--- src/rtl/cam_search_engine_pkg.sv ---
// Shared constants, maintenance-op encoding and index-width helper for the
// ternary CAM search engine.
package cam_search_engine_pkg;

  localparam int CAM_WIDTH_DEF = 8;
  localparam int CAM_DEPTH_DEF = 8;

  typedef enum logic [1:0] {
    MNT_NONE,
    MNT_WRITE,
    MNT_INV,
    MNT_FLUSH
  } maint_op_e;

  function automatic int cam_addr_w(input int depth);
    return (depth > 1) ? $clog2(depth) : 1;
  endfunction

  // flush dominates invalidate, which dominates write
  function automatic maint_op_e maint_decode(input logic flush, input logic inv_en,
                                             input logic wr_en);
    if (flush)       return MNT_FLUSH;
    else if (inv_en) return MNT_INV;
    else if (wr_en)  return MNT_WRITE;
    return MNT_NONE;
  endfunction

endpackage

--- src/rtl/cam_search_engine_priority.sv ---
// Stage-2 reduction of a match vector: any-hit, multi-hit and lowest set index.
module cam_priority_encoder
  import cam_search_engine_pkg::*;
#(
  parameter int CAM_DEPTH = CAM_DEPTH_DEF,
  localparam int ADDR_W = cam_addr_w(CAM_DEPTH)
) (
  input  logic [CAM_DEPTH-1:0] match_vec,
  output logic                 hit,
  output logic                 multi_hit,
  output logic [ADDR_W-1:0]    addr
);

  always_comb begin
    hit       = |match_vec;
    // clearing the lowest set bit leaves something only if two or more were set
    multi_hit = |(match_vec & (match_vec - CAM_DEPTH'(1)));
    addr      = '0;
    for (int unsigned i = CAM_DEPTH; i > 0; i--) begin
      if (match_vec[i-1]) addr = ADDR_W'(i - 1);
    end
  end

endmodule

--- src/rtl/cam_search_engine.sv ---
// Ternary CAM with encoded write/invalidate port and a two-stage search
// pipeline (compare, then reduce) behind valid/ready handshakes.
module cam_search_engine
  import cam_search_engine_pkg::*;
#(
  parameter int CAM_WIDTH = CAM_WIDTH_DEF,
  parameter int CAM_DEPTH = CAM_DEPTH_DEF,
  localparam int ADDR_W = cam_addr_w(CAM_DEPTH)
) (
  input  logic                 clk,
  input  logic                 rst,
  input  logic                 wr_en,
  input  logic                 inv_en,
  input  logic                 flush,
  input  logic [ADDR_W-1:0]    wr_addr,
  input  logic [CAM_WIDTH-1:0] wr_data,
  input  logic [CAM_WIDTH-1:0] wr_care_mask,
  input  logic                 srch_valid,
  output logic                 srch_ready,
  input  logic [CAM_WIDTH-1:0] search_word,
  input  logic [CAM_WIDTH-1:0] dont_care_mask,
  output logic                 rsp_valid,
  input  logic                 rsp_ready,
  output logic [CAM_DEPTH-1:0] rsp_match_vec,
  output logic                 rsp_hit,
  output logic                 rsp_multi_hit,
  output logic [ADDR_W-1:0]    rsp_addr
);

  maint_op_e            mop;
  logic [CAM_DEPTH-1:0] match_now;
  logic [CAM_DEPTH-1:0] s1_vec;
  logic                 s1_valid;
  logic                 stall;
  logic                 accept;
  logic                 pe_hit;
  logic                 pe_multi_hit;
  logic [ADDR_W-1:0]    pe_addr;

  always_comb begin
    mop = maint_decode(flush, inv_en, wr_en);
  end

  // Out-of-range wr_addr never equals any entry index, so it is ignored.
  for (genvar i = 0; i < CAM_DEPTH; i++) begin : g_entry
    logic                 sel;
    logic                 valid_q;
    logic [CAM_WIDTH-1:0] data_q;
    logic [CAM_WIDTH-1:0] care_q;

    always_comb begin
      sel = (wr_addr == ADDR_W'(i));
    end

    always_ff @(posedge clk) begin
      if (!rst) begin
        valid_q <= 1'b0;
        data_q  <= '0;
        care_q  <= '0;
      end else begin
        case (mop)
          MNT_FLUSH: valid_q <= 1'b0;
          MNT_INV:   if (sel) valid_q <= 1'b0;
          MNT_WRITE: if (sel) begin
            valid_q <= 1'b1;
            data_q  <= wr_data;
            care_q  <= wr_care_mask;
          end
          default: ;
        endcase
      end
    end

    always_comb begin
      match_now[i] = valid_q & ~|((data_q ^ search_word) & care_q & ~dont_care_mask);
    end
  end

  always_comb begin
    stall      = rsp_valid & ~rsp_ready;
    srch_ready = ~stall;
    accept     = srch_valid & srch_ready;
  end

  cam_priority_encoder #(
    .CAM_DEPTH (CAM_DEPTH)
  ) u_pe (
    .match_vec (s1_vec),
    .hit       (pe_hit),
    .multi_hit (pe_multi_hit),
    .addr      (pe_addr)
  );

  // S1 vector is zeroed on bubbles so an idle response slot reads all-zero.
  always_ff @(posedge clk) begin
    if (!rst) begin
      s1_valid      <= 1'b0;
      s1_vec        <= '0;
      rsp_valid     <= 1'b0;
      rsp_match_vec <= '0;
      rsp_hit       <= 1'b0;
      rsp_multi_hit <= 1'b0;
      rsp_addr      <= '0;
    end else if (!stall) begin
      s1_valid      <= accept;
      s1_vec        <= accept ? match_now : '0;
      rsp_valid     <= s1_valid;
      rsp_match_vec <= s1_vec;
      rsp_hit       <= pe_hit;
      rsp_multi_hit <= pe_multi_hit;
      rsp_addr      <= pe_addr;
    end
  end

endmodule

--- config.mk ---
export PLATFORM = sky130hd
export DESIGN_NAME = cam_search_engine
export DESIGN_NICKNAME = d
export VERILOG_FILES = /design/src/rtl/cam_search_engine_pkg.sv /design/src/rtl/cam_search_engine_priority.sv /design/src/rtl/cam_search_engine.sv
export SDC_FILE = /design/constraint.sdc
export NUM_CORES = 1
export LEC_CHECK = 0
export BUFFER_PORTS_ARGS = -buffer_cell sky130_fd_sc_hd__buf_4
export CAP_MARGIN = 5
export CORE_MARGIN = 2
export CORE_UTILIZATION = 65
export DETAILED_ROUTE_END_ITERATION = 7
export MAX_ROUTING_LAYER = met4
export PLACE_DENSITY = 0.88
export SETUP_SLACK_MARGIN = 0.2
export SLEW_MARGIN = 20
export SYNTH_ARGS = -nofsm -noshare
export SYNTH_HDL_FRONTEND = slang
export SYNTH_SLANG_ARGS = --single-unit
--- constraint.sdc ---
create_clock -name clk -period 3.44 [get_ports clk]
set_clock_uncertainty 0.15 [all_clocks]
set_input_delay 0.516 -clock clk [delete_from_list [all_inputs] [get_ports clk]]
set_output_delay 0.516 -clock clk [all_outputs]
set_load 0.005 [all_outputs]
==> flow_summary.ini <==
[synthesis]
synth_area_leaders = dfxtp_1 43%, nand2_1 14%, a21boi_0 11%, xnor2_1 3.8%, xor2_1 3.8%
synth_fp_nets = 930
yosys-top-cells-count = 286 x nand2_1, 159 x dfxtp_1, 114 x a21boi_0, 33 x a21boi_1, 33 x nand3b_1
synth_most_common_cell = nand2_1
synth_cell_types = 43
synth-async-reset-ratio = 0
yosysTopAreaCell = dfxtp_1
yosysSeqAreaShare = 0.4274
syn_area_um2 = 7447
yosys_warnings = 0
syn_inst = 888
ys_ff_latch = 159
synth-main-ff-cell = dfxtp_1
syn_avg_cell_area_um2 = 8.386
synth_edf_count = 0
synth_top_area_share = 0.4274

[power]
ir_worst_vdd_mv = 0.3232
leakagePower_nw = 2.918
p_per_area_nw_per_um2 = 502.0

[global_route]
grt_max_degree = 111
grt_overflow = 0
track_usage = 0.3321
grt_pass1_wl_mm = 30.77
grt_pass1_vias = 5833
antenna_found_initial = 0

[sta]
slew_headroom = 0.4328
period_needed_ns = 2.250
holdWs_ns = 0.2078
finalSetupTns_ns = 0
rsz0062_at_grt = no
slew_violations = 0
setup_viol = 0
hold_viol = 0
final.period_utilization = 0.6540
tightest_slew_ns = 0.8480
max_freq_ghz = 0.4445

[detailed_routing]
drc = 0
drt_first_pass_iters = 5
wirelength_mm = 19.61
drt_iter0_markers = 458
wire_per_inst_um = 18.60
viasPerCell = 5.861
vias = 6178
ant_nets = 0

[floorplan]
core_area_um2 = 11320
die_w_um = 111.0
die_h_um = 111.0
die_area_um2 = 12330
ioPinCount = 57
std_cell_rows = 39
initial_core_util = 0.6578

[run_status]
status = finished clean

[run]
max_cap_viol_count = 0

[worst_setup_path]
crit_path_max_fanout = 17
crit_arrival_ns = 1.58
endpoint_kind = output port
crit_required_ns = 2.77
critPathLaunchType = register
critPathKind = reg2out

[place]
place_congestion = 0.9084
io_buffers = 56
dp.final_hpwl_mm = 12.75

[clock_tree]
cts_inserted_buffers = 17
cts_tree = done
path_clk_slew_ns = 0.06
root_buffer = clkbuf_16
clock-sinks = 159
clk_path_buf_depth = 2
post_cts_buffers = 0
htree_num_levels = 4
cts-resized-gates = 0
insertion_delay_ns = 0.43
holdBufCountCts = 0

[cells_and_area]
drive_gt1_frac = 0.1196
synthToLayoutAreaGrowth_pct = 12.57
insertedDiodeCount = 0
nNetsFinal = 940

[hold_path]
min_path_type = in2reg
cell families after synthesis:
group,count (synthesis),share of synthesized area
compound gates,181,0.1779
buf+inv,71,0.04872
xor+xnor,64,0.07527
flops,159,0.4274
simple gates,413,0.2707
state kept, by name (all words and copies together) (netlist names):
register / count
rsp_multi_hit: 1
rsp_match_vec: 8
rsp_valid: 1
g_entry.care_q: 64
s1_valid: 1
s1_vec: 8
rsp_addr: 3
rsp_hit: 1
g_entry.data_q: 64
g_entry.valid_q: 8
layer usage:
| metal | track usage | vias to the layer above | wire length (um) |
|---|---|---|---|
| met5 | - | - | 0 |
| met4 | 0.1794 | 0 | 973 |
| met3 | 0.06288 | 75 | 1527 |
| met2 | 0.5354 | 296 | 9275 |
| met1 | 0.3954 | 2850 | 7833 |
| li1 | - | 2957 | - |
worst max-delay path, cell delays in order (launching register included):
cell and delay, ns:
dfxtp_1 0.31, nor2b_1 0.12, buf_4 0.18, inv_1 0.35
buf_4 0.19
layout by cell type (no fill, tap or decap), types with 6 or more instances in the layout:
cell type	synthesis	layout
nand2_1	286	286
dfxtp_1	159	159
a21boi_0	114	114
buf_4	15	57
nand3b_1	33	33
a21boi_1	33	33
xor2_1	32	32
xnor2_1	32	32
nor3b_1	32	32
clkbuf_16	0	17
o21ai_0	13	13
nand3_1	11	11
nor4_1	8	8
nand4_1	8	8
o211ai_1	6	6
path summary, 6_finish.rpt:
check | startpoint | to | slack, ns | depth (start not counted)
max | rsp_valid | srch_ready | 1.19 | 4
min | srch_valid | s1_valid | 0.21 | 3
max reg2reg | rsp_valid | s1_vec[6] | 1.41 | 6
min reg2reg | g_entry[5].care_q[6] | g_entry[5].care_q[6] | 0.30 | 2
stage by stage:
stage               setup slack, ns  instance area, um^2  utilization  std cells  total power, mW
finish                        1.190                 8383       0.7405       1054            4.208
global route                  1.082                 8383       0.7405       1054            4.315
CTS                           1.188                 8383       0.7405       1054            4.210
detailed placement            1.265                 7726       0.6825       1022            2.160
global placement              1.279                 7726       0.6825       1022            2.157
floorplan                     1.650                 7447            -        888            2.072
power breakdown:
| group | leakage (nW) | internal [mW] | switching (mW) | total, mW |
|---|---|---|---|---|
| Clock | 0.324 | 1.34 | 0.739 | 2.08 |
| Combinational | 1.31 | 0.103 | 0.158 | 0.262 |
| Sequential | 1.28 | 1.86 | 0.00811 | 1.86 |
| Total | 2.92 | 3.30 | 0.906 | 4.21 |
cell type report:
type                       count  area, um^2
tap                          143       178.9
clock inverter                10       182.7
fill                         858        2938
inverter                       4       15.01
timing repair buffer          58       447.9
sequential                   159        3183
clock buffer                  22       474.2
multi-input combinational    658        3901
No activity file was read; power rests on OpenSTA's default activity.
